### src/rtl/fetch_pkg.sv
// fetch_pkg: shared types and defaults for the instruction fetch stage
package fetch_pkg;
  localparam int ADDR_W = 32;
  localparam int INST_W = 32;
  localparam int PC_STEP_DEF = 4;
  typedef struct packed {
    logic [ADDR_W-1:0] pc;
    logic [INST_W-1:0] inst;
  } fetch_queue_entry_t;
  typedef enum logic [1:0] {REDIR_NONE, REDIR_FLUSH, REDIR_JUMP, REDIR_BRANCH} redirect_e;
endpackage

### src/rtl/fetch_queue.sv
// fetch_queue: synchronous fifo of fetched {pc, inst} entries with clear
module fetch_queue #(
  parameter int W = 64,
  parameter int DEPTH = 4
)(
  input  logic                     clk,
  input  logic                     reset,
  input  logic                     push,
  input  logic                     pop,
  input  logic                     clear,
  input  logic [W-1:0]             din,
  output logic [W-1:0]             dout,
  output logic [$clog2(DEPTH):0]   count,
  output logic                     empty,
  output logic                     full
);
  localparam int PW = $clog2(DEPTH);
  localparam int CW = PW + 1;
  logic [W-1:0] mem [DEPTH];
  logic [PW-1:0] wr_ptr, rd_ptr;
  always_ff @(posedge clk) begin
    if (reset || clear) begin
      wr_ptr <= '0;
      rd_ptr <= '0;
      count  <= '0;
    end else begin
      wr_ptr <= push ? wr_ptr + PW'(1) : wr_ptr;
      rd_ptr <= pop ? rd_ptr + PW'(1) : rd_ptr;
      count  <= count + CW'(push) - CW'(pop);
    end
  end
  always_ff @(posedge clk)
    if (push) mem[wr_ptr] <= din;
  assign dout  = mem[rd_ptr];
  assign empty = count == '0;
  assign full  = count == CW'(DEPTH);
endmodule

### src/rtl/fetch_unit.sv
// fetch_unit: pc owner issuing in-order i-cache requests and feeding decode from a credit-checked queue
module fetch_unit
  import fetch_pkg::*;
#(
  parameter int ADDR = ADDR_W,
  parameter int INST = INST_W,
  parameter logic [ADDR-1:0] RESET_PC = '0,
  parameter int QDEPTH = 4,
  parameter int MAX_OUT = 4,
  parameter int PC_STEP = PC_STEP_DEF
)(
  input  logic            clk,
  input  logic            reset,
  output logic            fetch_e_,
  output logic [ADDR-1:0] fetch_pc,
  input  logic            ic_e_,
  input  logic [ADDR-1:0] ic_pc,
  input  logic [INST-1:0] ic_inst,
  output logic            inst_e_,
  output logic [ADDR-1:0] inst_pc,
  output logic [INST-1:0] inst,
  input  logic            dec_jump_,
  input  logic            dec_branch_,
  input  logic [ADDR-1:0] dec_target,
  input  logic            stall,
  input  logic            flush_,
  input  logic [ADDR-1:0] flush_pc
);
  localparam int CW = $clog2(QDEPTH) + 1;
  localparam int OW = $clog2(MAX_OUT) + 1;
  localparam int SW = (CW > OW ? CW : OW) + 1;
  logic [ADDR-1:0] pc, target;
  logic [OW-1:0] outstanding, discard;
  logic [CW-1:0] count;
  logic [ADDR+INST-1:0] head;
  logic empty, full, redir, resp, issue, push, pop;
  redirect_e src;
  always_comb begin
    src = !flush_ ? REDIR_FLUSH : !dec_jump_ ? REDIR_JUMP : !dec_branch_ ? REDIR_BRANCH : REDIR_NONE;
    redir = src != REDIR_NONE;
    target = src == REDIR_FLUSH ? flush_pc : dec_target;
    resp = !ic_e_;
    // credit rule: every outstanding request already owns a queue slot
    issue = !reset && !redir && outstanding < OW'(MAX_OUT) &&
            SW'(count) + SW'(outstanding) < SW'(QDEPTH);
    push = resp && !redir && discard == '0;
    pop = !reset && !redir && !empty && !stall;
  end
  always_ff @(posedge clk) begin
    if (reset) begin
      pc          <= RESET_PC;
      outstanding <= '0;
      discard     <= '0;
    end else begin
      pc          <= redir ? target : issue ? pc + ADDR'(PC_STEP) : pc;
      outstanding <= outstanding + OW'(issue) - OW'(resp);
      discard     <= redir ? outstanding - OW'(resp) : discard - OW'(resp && discard != '0);
    end
  end
  fetch_queue #(.W(ADDR + INST), .DEPTH(QDEPTH)) u_queue (
    .clk   (clk),
    .reset (reset),
    .push  (push),
    .pop   (pop),
    .clear (redir),
    .din   ({ic_pc, ic_inst}),
    .dout  (head),
    .count (count),
    .empty (empty),
    .full  (full)
  );
  assign fetch_e_ = !issue;
  assign fetch_pc = pc;
  assign inst_e_  = !pop;
  assign inst_pc  = empty ? '0 : head[ADDR+INST-1:INST];
  assign inst     = empty ? '0 : head[INST-1:0];
  a_no_overflow: assert property (@(posedge clk) disable iff (reset) !(push && full));
  a_resp_has_req: assert property (@(posedge clk) disable iff (reset) !(resp && outstanding == '0));
  a_discard_bound: assert property (@(posedge clk) disable iff (reset) discard <= outstanding);
endmodule

### config.mk
export PLATFORM = sky130hd
export DESIGN_NAME = fetch_unit
export DESIGN_NICKNAME = d
export VERILOG_FILES = /design/src/rtl/fetch_pkg.sv /design/src/rtl/fetch_queue.sv /design/src/rtl/fetch_unit.sv
export SDC_FILE = /design/constraint.sdc
export NUM_CORES = 1
export LEC_CHECK = 0
export ABC_AREA = 1
export CAP_MARGIN = 10
export CORE_MARGIN = 5
export CORE_UTILIZATION = 54
export CTS_CLUSTER_DIAMETER = 80
export DETAILED_ROUTE_END_ITERATION = 7
export PLACE_DENSITY_LB_ADDON = 0.25
export REMOVE_ABC_BUFFERS = 1
export SLEW_MARGIN = 25
export SYNTH_ARGS = -nofsm -noshare
export SYNTH_HDL_FRONTEND = slang
export SYNTH_SLANG_ARGS = --single-unit
### constraint.sdc
create_clock -name clk -period 11.2 [get_ports clk]
set_clock_uncertainty 0.05 [all_clocks]
set_input_delay 1.12 -clock clk [delete_from_list [all_inputs] [get_ports clk]]
set_output_delay 1.12 -clock clk [all_outputs]
set_load 0.01 [all_outputs]
==> results.rst, run 1 <==
.. list-table::
   :header-rows: 1

   * - Metric
     - Value
   * - Maximum vdd ir drop
     - 0.0950 mV
   * - CP max-delay cell
     - clkdlybuf4s50_1
   * - Arrival time reported for the critical path endpoint
     - 3.61 ns
   * - Clock network fraction of design power
     - 0.418
   * - Clock root buffer master
     - clkbuf_16
   * - Worst hold margin
     - 0.457 ns
   * - Final critical-path setup slack
     - 6.42 ns
   * - Count of different cell masters after synthesis
     - 35
   * - Highest clock rate
     - 0.209 GHz
   * - Final count of negative-setup-slack endpoints
     - 0
   * - Number of flops mapped to enable cells by yosys
     - 256
   * - Floorplan core area
     - 24,200 µm²
   * - Classification of the worst setup path
     - in -> out
   * - Total of flip-flops plus latches after synthesis
     - 303
   * - Placer's final routability congestion estimate
     - 0.897
   * - Power consumption
     - 0.00246 W
   * - Worst Max-Slew Pin Slew
     - 1.00 ns
   * - Pin count of the biggest net entering global routing
     - 107
   * - Most common library cell in the layout ignoring fill and taps
     - nor2_1
   * - Drt first-iter violations
     - 852
   * - Number of vias per cell
     - 5.42
   * - Post-CTS Hold Buffers
     - 0
   * - Aggregate negative setup slack
     - 0 ns
   * - Proportion of power drawn by flip-flops and latches
     - 0.512
   * - Number of hold violations in the final report
     - 0
   * - Die Span Y
     - 166 µm
   * - Post-synthesis average cell area
     - 10.2 µm²
   * - Register clock-pin slew on the reported worst setup and hold paths
     - 0.06 ns
   * - H-tree level count
     - 1
   * - Worst-skew pair later-pin latency
     - 0.53 ns
   * - First-pass GRT wire length
     - 50,800 µm
   * - Detailed placer's ending HPWL
     - 19,500 µm
   * - Post-place setup slack
     - 6.44 ns
   * - Run status
     - finished clean
   * - Switch share
     - 0.202
   * - Number of pins exceeding their max-slew limit in the final report
     - 0
   * - Class of the worst hold path
     - reg -> reg
   * - Commonest register cell after synthesis
     - edfxtp_1
   * - Total via count after detailed routing
     - 10,015
   * - TritonCTS clock tree
     - built
   * - Count of buffer and inverter cells on the critical path
     - 5
   * - Number of nets in the final layout
     - 1,654
   * - Internal power summed over all cells
     - 0.00196 W
   * - Post-synthesis sequential area ratio
     - 0.656
   * - Antenna violation net count after detailed routing
     - 0
   * - Ys Warns
     - 0
   * - Critical path launch point type
     - primary input
   * - Gate family responsible for the most delay along the worst path
     - buffers and inverters
   * - Max-cap viol count
     - 0
   * - Number of inserted diodes
     - 0
   * - Kind of capture point of the worst setup path
     - output port
   * - CP Max Fanout
     - 37
   * - Initial core utilization
     - 0.544
   * - Area enclosed by the die boundary
     - 27,600 µm²
   * - Syn-to-layout area delta
     - 27.4%
   * - Count of mapped cells out of synthesis
     - 1,295
   * - Number of filler instances in the final layout
     - 1,718
   * - Time the final worst path needs with I/O delays and setup
     - 4.78 ns
   * - Combined global-route utilization of all metal layers
     - 0.225
   * - Total global routing overflow
     - 0
   * - Number of buffers added by the clock tree synthesis step
     - 29
   * - Pwr/cell area
     - 147 nW/µm²
   * - Antenna violations before repair
     - 3
   * - Share of final-layout standard cells stronger than drive strength 1
     - 0.0544
   * - Vias in the first global route
     - 9,973
   * - Highest cell delay on the worst timing path
     - 0.54 ns
   * - Area leader, netlist
     - edfxtp_1
   * - RSZ-0062 raised after global routing
     - no
   * - Cell chain of the critical path
     - clkdlybuf4s50_1 > buf_4 > nand3_4 > nor2_4 > inv_2 > nor2_8 > inv_2 > clkdlybuf4s50_1
   * - I/O pin cnt
     - 233
   * - Ranking of synthesized cells by area
     - edfxtp_1 (58%), nor2_1 (9.2%), dfxtp_1 (7.1%)
   * - Most frequent cells in the layout
     - nor2_1 (319), edfxtp_1 (256), clkdlybuf4s50_1 (232)
   * - Cell total after placement
     - 1,795
   * - Number of cells upsized or downsized after cts
     - 0
   * - Detailed-route wire length
     - 32,000 µm
   * - Post-CTS Setup Repair Bufs
     - 0
   * - TritonCTS Sinks
     - 303
   * - Die Wd
     - 166 µm
   * - Top cell type's share of synthesized area
     - 0.584
   * - Leakage
     - 5.96 nW
   * - Non-Filler Instances
     - 1,849
   * - Core Rows
     - 57
   * - Netlist area before placement
     - 13,200 µm²
   * - Pre-antenna DRT Iters
     - 5
   * - Required time at the endpoint of the critical path
     - 10.03 ns
   * - Combinational Power Share
     - 0.070
   * - Relative slew margins
     - 0.332
   * - Fin crit share
     - 0.427
   * - Deepest clock path buffer count
     - 3
   * - Net Switching
     - 0.000496 W
   * - Input/output buffers
     - 232
   * - Post-synth ARST share
     - 0
   * - Routed length per instance
     - 17.3 µm
   * - Post-route DRC
     - 0
-- power groups by stage --
stage / clock [W] / sequential [W] / combinational [W]
after floorplan: 0 / 0.00128 / 0.0000663
after detailed placement: 0 / 0.00128 / 0.000172
after global routing: 0.00109 / 0.00126 / 0.000191
after global placement: 0 / 0.00128 / 0.000168
after CTS: 0.00104 / 0.00126 / 0.000174
final: 0.00103 / 0.00126 / 0.000173
-- area by class of cell --
cell class / instances / area, µm² / share of cell area
tap: 324 / 405 / 0.0242
clock buffer: 32 / 737 / 0.0440
multi-input combinational: 865 / 4060 / 0.242
clock inverter: 22 / 289 / 0.0172
timing repair buffer: 245 / 2420 / 0.144
sequential: 303 / 8630 / 0.515
inverter: 58 / 221 / 0.0132
-- sequential cells by signal, summed over array words and instances, names as in the netlist, named ones only --
signal          count
outstanding         3
u_queue.mem       256
discard             3
fetch_pc           32
u_queue.count       3
u_queue.rd_ptr      2
u_queue.wr_ptr      2
-- worst register-to-register path, delay by kind of cell (launching register included) --
family                     cells  cell delay [ns]
AOI/OAI and AO/OA              1             0.13
adders and majority gates      4             1.17
buffers and inverters          2             0.24
DFF                            1             0.42
and+or+nand+nor                4             0.80
-- stage by stage --
stage | util | instance area [µm²]
floorplan | - | 12900
finish | 0.694 | 16800
CTS | 0.694 | 16800
detailed placement | 0.651 | 15700
global route | 0.694 | 16800
global placement | 0.651 | 15700
-- cell usage after synthesis (3+ instances only) --
library cell  number
a21oi_1          106
a31oi_1            4
buf_1             16
buf_2              7
clkbuf_1          43
dfxtp_1           47
edfxtp_1         256
ha_1              15
inv_1             54
inv_2              3
nand2_1          158
nand3_1           35
nand3b_1           3
nor2_1           323
o211ai_1           5
o21ai_0          169
o21ai_1            6
or2_2              9
xnor2_1            3
xor2_1            12
-- layer usage --
metal / vias to the layer above / wire, µm / global-route usage
met5: - / 34 / 0
met4: 6 / 767 / 0.0732
met3: 68 / 3280 / 0.0647
met2: 410 / 15700 / 0.383
met1: 4687 / 12200 / 0.278
li1: 4844 / - / -
-- cell families (layout without fill, tap and decap cells) --
group | Yosys count | count (layout) | share of synthesized area
AO/OA/AOI/OAI | 296 | 296 | 0.115
XOR/XNOR | 15 | 15 | 0.00998
adder cells (fa/ha/maj) | 17 | 17 | 0.0173
buffers and inverters | 127 | 357 | 0.0385
flip-flops | 303 | 303 | 0.656
multiplexers | 1 | 1 | 0.000761
AND/OR/NAND/NOR | 536 | 536 | 0.163
-- path summary, 6_finish.rpt --
check	start	end	slack (ns)	cells after the start
setup / recovery	flush_	fetch_e_	6.42	8
hold reg to reg	u_queue.rd_ptr[1]	register	0.46	1
hold / removal	u_queue.rd_ptr[1]	register	0.46	1
setup reg to reg	outstanding[2]	outstanding[2]	8.32	11
Note: power is estimated with default switching activity, not from simulation.
==> run 2, diff against run 1 <==
--- a/config.mk
+++ b/config.mk
@@ -8,7 +8,7 @@
 export ABC_AREA = 1
 export CAP_MARGIN = 10
 export CORE_MARGIN = 5
-export CORE_UTILIZATION = 54
+export CORE_UTILIZATION = 53
 export CTS_CLUSTER_DIAMETER = 80
 export DETAILED_ROUTE_END_ITERATION = 7
 export PLACE_DENSITY_LB_ADDON = 0.25
==> constraint.sdc (replaced) <==
create_clock -name clk -period 4.5 [get_ports clk]
set_clock_uncertainty 0.05 [all_clocks]
set_input_delay 0.45 -clock clk [delete_from_list [all_inputs] [get_ports clk]]
set_output_delay 0.45 -clock clk [all_outputs]
set_load 0.01 [all_outputs]
==> run 2 against run 1 <==
- first-iteration DRC count rose by 0.35%
- critical path type is now reg -> out
- utilization fell by 1.2 points
- hold slack got worse by 0.0066 ns
- highest routed layer unchanged
- largest cell class unchanged
- sequential share of layout area rose by 0.45 points
==> results.rst, run 2 (same netlist as run 1, synthesis figures left out) <==
.. list-table::
   :header-rows: 1

   * - Metric
     - Value
   * - Worst Max-Slew Pin Slew
     - 0.857 ns
   * - Critical path launch point type
     - register
   * - Register ranked first by flip-flop count
     - u_queue.mem
   * - Input/output buffers
     - 232
   * - Pre-antenna DRT Iters
     - 5
   * - Max reg flops
     - 256
   * - Time the final worst path needs with I/O delays and setup
     - 3.86 ns
   * - Classification of the worst setup path
     - reg -> out
   * - Post-place setup slack
     - 1.11 ns
   * - Placer's final routability congestion estimate
     - 0.905
   * - Number of filler instances in the final layout
     - 1,866
   * - Post-route DRC
     - 0
   * - Vias in the first global route
     - 10,064
   * - Deepest clock path buffer count
     - 3
   * - Die Span Y
     - 168 µm
   * - Number of cells upsized or downsized after cts
     - 0
   * - Final count of negative-setup-slack endpoints
     - 0
   * - TritonCTS clock tree
     - built
   * - Highest cell delay on the worst timing path
     - 0.75 ns
   * - Leakage
     - 5.88 nW
   * - Number of vias per cell
     - 5.38
   * - Clock root buffer master
     - clkbuf_16
   * - Antenna violations before repair
     - 2
   * - Most frequent cells in the layout
     - nor2_1 (319), edfxtp_1 (256), clkdlybuf4s50_1 (232)
   * - Routed length per instance
     - 17.7 µm
   * - Total via count after detailed routing
     - 9,935
   * - Detailed placer's ending HPWL
     - 19,900 µm
   * - Core Rows
     - 57
   * - Most common library cell in the layout ignoring fill and taps
     - nor2_1
   * - Floorplan core area
     - 24,400 µm²
   * - Number of hold violations in the final report
     - 0
   * - Run status
     - finished clean
   * - Arrival time reported for the critical path endpoint
     - 3.36 ns
   * - Antenna violation net count after detailed routing
     - 0
   * - Count of buffer and inverter cells on the critical path
     - 2
   * - Post-CTS Hold Buffers
     - 0
   * - RSZ-0062 raised after global routing
     - no
   * - TritonCTS Sinks
     - 303
   * - I/O pin cnt
     - 233
   * - Number of nets in the final layout
     - 1,657
   * - H-tree level count
     - 1
   * - Gate family responsible for the most delay along the worst path
     - buffers and inverters
   * - Detailed-route wire length
     - 32,700 µm
   * - Die Wd
     - 168 µm
   * - Post-CTS Setup Repair Bufs
     - 0
   * - Register clock-pin slew on the reported worst setup and hold paths
     - 0.06 ns
   * - Non-Filler Instances
     - 1,845
   * - Cell total after placement
     - 1,798
   * - Pwr/cell area
     - 343 nW/µm²
   * - Initial core utilization
     - 0.540
   * - Fin crit share
     - 0.858
   * - Combined global-route utilization of all metal layers
     - 0.226
   * - Syn-to-layout area delta
     - 26.3%
   * - Most repeated library cell on the critical path
     - nor2_1
   * - CP max-delay cell
     - dfxtp_4
   * - Kind of capture point of the worst setup path
     - output port
   * - Relative slew margins
     - 0.429
   * - Required time at the endpoint of the critical path
     - 4.00 ns
   * - Number of inserted diodes
     - 0
   * - Aggregate negative setup slack
     - 0 ns
   * - Cell chain of the critical path
     - buf_4 > nor2_1 > nor2_1 > o21ai_0 > a21oi_1 > clkdlybuf4s50_1
   * - Max-cap viol count
     - 0
   * - First-pass GRT wire length
     - 51,400 µm
   * - Highest clock rate
     - 0.259 GHz
   * - Drt first-iter violations
     - 855
   * - Number of buffers added by the clock tree synthesis step
     - 29
   * - CP Max Fanout
     - 74
   * - Area enclosed by the die boundary
     - 28,100 µm²
   * - Class of the worst hold path
     - in -> reg
   * - Maximum vdd ir drop
     - 0.246 mV
   * - Share of final-layout standard cells stronger than drive strength 1
     - 0.0506
   * - Worst hold margin
     - 0.450 ns
   * - Number of pins exceeding their max-slew limit in the final report
     - 0
   * - Pin count of the biggest net entering global routing
     - 75
   * - Worst-skew pair later-pin latency
     - 0.55 ns
   * - Total global routing overflow
     - 0
   * - Final critical-path setup slack
     - 0.641 ns
## run 2: changes by cell type in the layout (fill, tap and decap cells not counted)
cell        before  now
clkinv_2         5    2
clkinvlp_4       2    0
clkinvlp_2       0    2
clkbuf_1         3    7
buf_12           0    4
clkinv_1         7    5
inv_2            3    4
buf_4           13   12
bufinv_16        7    0
## run 2: path summary, 6_finish.rpt
path | from | to | slack, ns | cells past startpoint
worst max-delay path | register | inst[18] | 0.64 | 6
worst min-delay path | flush_pc[0] | fetch_pc[0] | 0.45 | 3
worst max register to register | u_queue.count[1] | outstanding[2] | 1.86 | 11
worst min register to register | u_queue.rd_ptr[1] | register | 0.46 | 1
## run 2: worst min-delay path: cells and delay by family
family,cells,cell delay [ns]
AO/OA/AOI/OAI,1,0.07
buffers and inverters,1,0.40
AND/OR/NAND/NOR,1,0.07
## run 2: stage by stage
stage	total power (W)	utilization	instance area, µm²
6_report	0.00569	0.681	16600
5_1_grt	0.00590	0.681	16600
4_1_cts	0.00573	0.681	16600
3_5_place_dp	0.00362	0.648	15800
3_3_place_gp	0.00361	0.648	15800
2_1_floorplan	0.00336	-	12900
## run 2: layer usage
| layer | wire, µm | track usage |
|---|---|---|
| met2 | 16600 | 0.399 |
| met4 | 438 | 0.0540 |
| met3 | 2980 | 0.0636 |
| met5 | 25 | 0 |
| met1 | 12600 | 0.276 |
## run 2: final cells by class
cell class	count	area, µm²	area share
Clock buffer	36	752	0.0452
Clock inverter	11	56.3	0.00339
Inverter	58	220	0.0132
Multi-Input combinational cell	865	4060	0.244
Sequential cell	303	8630	0.519
Tap cell	324	405	0.0244
Timing Repair Buffer	248	2490	0.150
## run 2: where the power goes
group / switching, W / total [W] / internal (W)
clock network: 0.000957 / 0.00213 / 0.00117
logic: 0.000207 / 0.000432 / 0.000225
registers: 0.0000480 / 0.00314 / 0.00309
==> run 3, diff against run 2 <==
--- a/config.mk
+++ b/config.mk
@@ -7,12 +7,12 @@
 export LEC_CHECK = 0
 export ABC_AREA = 1
 export CAP_MARGIN = 10
-export CORE_MARGIN = 5
 export CORE_UTILIZATION = 53
 export CTS_CLUSTER_DIAMETER = 80
 export DETAILED_ROUTE_END_ITERATION = 7
 export PLACE_DENSITY_LB_ADDON = 0.25
 export REMOVE_ABC_BUFFERS = 1
+export SKIP_CTS_REPAIR_TIMING = 1
 export SLEW_MARGIN = 25
 export SYNTH_ARGS = -nofsm -noshare
 export SYNTH_HDL_FRONTEND = slang
==> constraint.sdc (replaced) <==
create_clock -name clk -period 4.5 [get_ports clk]
set_clock_uncertainty 0.05 [all_clocks]
set_input_delay 1.35 -clock clk [delete_from_list [all_inputs] [get_ports clk]]
set_output_delay 1.35 -clock clk [all_outputs]
set_load 0.01 [all_outputs]
==> run 3 against run 2 <==
- utilization is 0.83 points higher
- sequential power about the same
- design area is 0.92% higher
- clock power increased by 4%
- largest cell class unchanged
- largest power group unchanged
==> results.rst, run 3 (same netlist as run 1, synthesis figures left out) <==
.. list-table::
   :header-rows: 1

   * - Metric
     - Value
   * - Combined global-route utilization of all metal layers
     - 0.250
   * - Area enclosed by the die boundary
     - 25,500 µm²
   * - Number of buffers added by the clock tree synthesis step
     - 29
   * - Relative slew margins
     - 0.431
   * - Post-route DRC
     - 0
   * - Syn-to-layout area delta
     - 27.4%
   * - Fin crit share
     - 0.966
   * - RSZ-0062 raised after global routing
     - no
   * - Placer's final routability congestion estimate
     - 1.01
   * - Power consumption
     - 0.00578 W
   * - Vias in the first global route
     - 9,798
   * - Floorplan core area
     - 24,300 µm²
   * - Classification of the worst setup path
     - in -> out
   * - Pre-antenna DRT Iters
     - 5
   * - Max layer used
     - met4
   * - Final count of negative-setup-slack endpoints
     - 0
   * - Highest clock rate
     - 0.230 GHz
   * - H-tree level count
     - 1
   * - Total global routing overflow
     - 0
   * - Pwr/cell area
     - 345 nW/µm²
   * - TritonCTS clock tree
     - built
   * - TritonCTS Sinks
     - 303
   * - I/O pin cnt
     - 233
   * - Drt first-iter violations
     - 750
   * - Total via count after detailed routing
     - 10,036
   * - Initial core utilization
     - 0.541
   * - Detailed placer's ending HPWL
     - 20,300 µm
   * - Maximum vdd ir drop
     - 0.271 mV
   * - Critical path launch point type
     - primary input
   * - Input/output buffers
     - 232
   * - Leakage
     - 5.97 nW
   * - Number of hold violations in the final report
     - 0
   * - Worst-skew pair later-pin latency
     - 0.53 ns
   * - Arrival time reported for the critical path endpoint
     - 2.95 ns
   * - Die Wd
     - 160 µm
   * - First-pass GRT wire length
     - 50,400 µm
   * - Kind of capture point of the worst setup path
     - output port
   * - Clock root buffer master
     - clkbuf_16
   * - Highest cell delay on the worst timing path
     - 0.47 ns
   * - Number of nets in the final layout
     - 1,667
   * - Most common library cell in the layout ignoring fill and taps
     - nor2_1
   * - Time the final worst path needs with I/O delays and setup
     - 4.35 ns
   * - Max reg flops
     - 256
   * - Number of pins exceeding their max-slew limit in the final report
     - 0
   * - Most frequent cells in the layout
     - nor2_1 (319), edfxtp_1 (256), clkdlybuf4s50_1 (232)
   * - Detailed-route wire length
     - 31,900 µm
   * - Antenna violations before repair
     - 0
   * - Pin count of the biggest net entering global routing
     - 129
   * - Max-cap viol count
     - 0
   * - Design area
     - 16,800 µm²
   * - Cell chain of the critical path
     - clkdlybuf4s50_1 > buf_4 > nand3_4 > nor2_4 > inv_2 > nor2_8 > inv_2 > clkdlybuf4s50_1
   * - Number of vias per cell
     - 5.40
   * - Die Span Y
     - 160 µm
   * - Required time at the endpoint of the critical path
     - 3.10 ns
   * - Worst Max-Slew Pin Slew
     - 0.853 ns
   * - CP Max Fanout
     - 8
   * - Placed cell areas
     - 15,900 µm²
   * - Antenna violation net count after detailed routing
     - 0
   * - Class of the worst hold path
     - reg -> reg
   * - Routed length per instance
     - 17.2 µm
   * - Register ranked first by flip-flop count
     - u_queue.mem
   * - Deepest clock path buffer count
     - 3
   * - Met3 Routed Length
     - 2590 µm
   * - Run status
     - finished clean
   * - Share of final-layout standard cells stronger than drive strength 1
     - 0.0580
   * - Wire length on met1
     - 12,500 µm
   * - Routed met2 length
     - 16,100 µm
   * - Core Rows
     - 57
   * - CP max-delay cell
     - clkdlybuf4s50_1
   * - Register clock-pin slew on the reported worst setup and hold paths
     - 0.06 ns
run 3: worst paths after layout:
path,endpoint,cells past startpoint,slack [ns],from
max reg2reg,u_queue.count[2],13,1.56,u_queue.count[0]
max,fetch_e_,8,0.15,flush_
min,register,1,0.45,u_queue.rd_ptr[1]
min reg2reg,register,1,0.45,u_queue.rd_ptr[1]
run 3: report_power, final:
part           switching (W)  internal (W)
logic               0.000205      0.000227
registers          0.0000479       0.00309
clock network       0.000950       0.00127
run 3: routing by layer:
metal / global-route usage / vias to the layer above
met4: 0.0660 / 0
li1: - / 4854
met3: 0.0518 / 52
met1: 0.305 / 4723
met5: 0 / -
met2: 0.449 / 407
run 3: cell type report:
| type | instances | area (µm²) |
|---|---|---|
| Clock inverter | 10 | 70.1 |
| Clock buffer | 40 | 787 |
| Sequential cell | 303 | 8630 |
| Antenna cell | 1 | 2.50 |
| Timing Repair Buffer | 258 | 2590 |
| Fill cell | 1793 | 7550 |
| Inverter | 58 | 221 |
| Tap cell | 324 | 405 |
| Multi-Input combinational cell | 865 | 4060 |
run 3: metrics by stage:
step | hold WS [ns] | utilization | instances | TNS, ns | worst slack (ns)
3_3_place_gp | 0.426 | 0.654 | 1808 | 0 | 0.151
3_5_place_dp | 0.440 | 0.654 | 1808 | 0 | 0.143
5_1_grt | 0.481 | 0.690 | 1858 | 0 | 0.0856
4_1_cts | 0.455 | 0.690 | 1858 | 0 | 0.137
6_report | 0.450 | 0.690 | 1859 | 0 | 0.153
2_1_floorplan | 0.407 | - | 1226 | -320.32 | -1.82
run 3: critical path: cells and delay by family:
kind                   cells  cell delay, ns
and+or+nand+nor            3            0.34
buffers and inverters      5            1.24
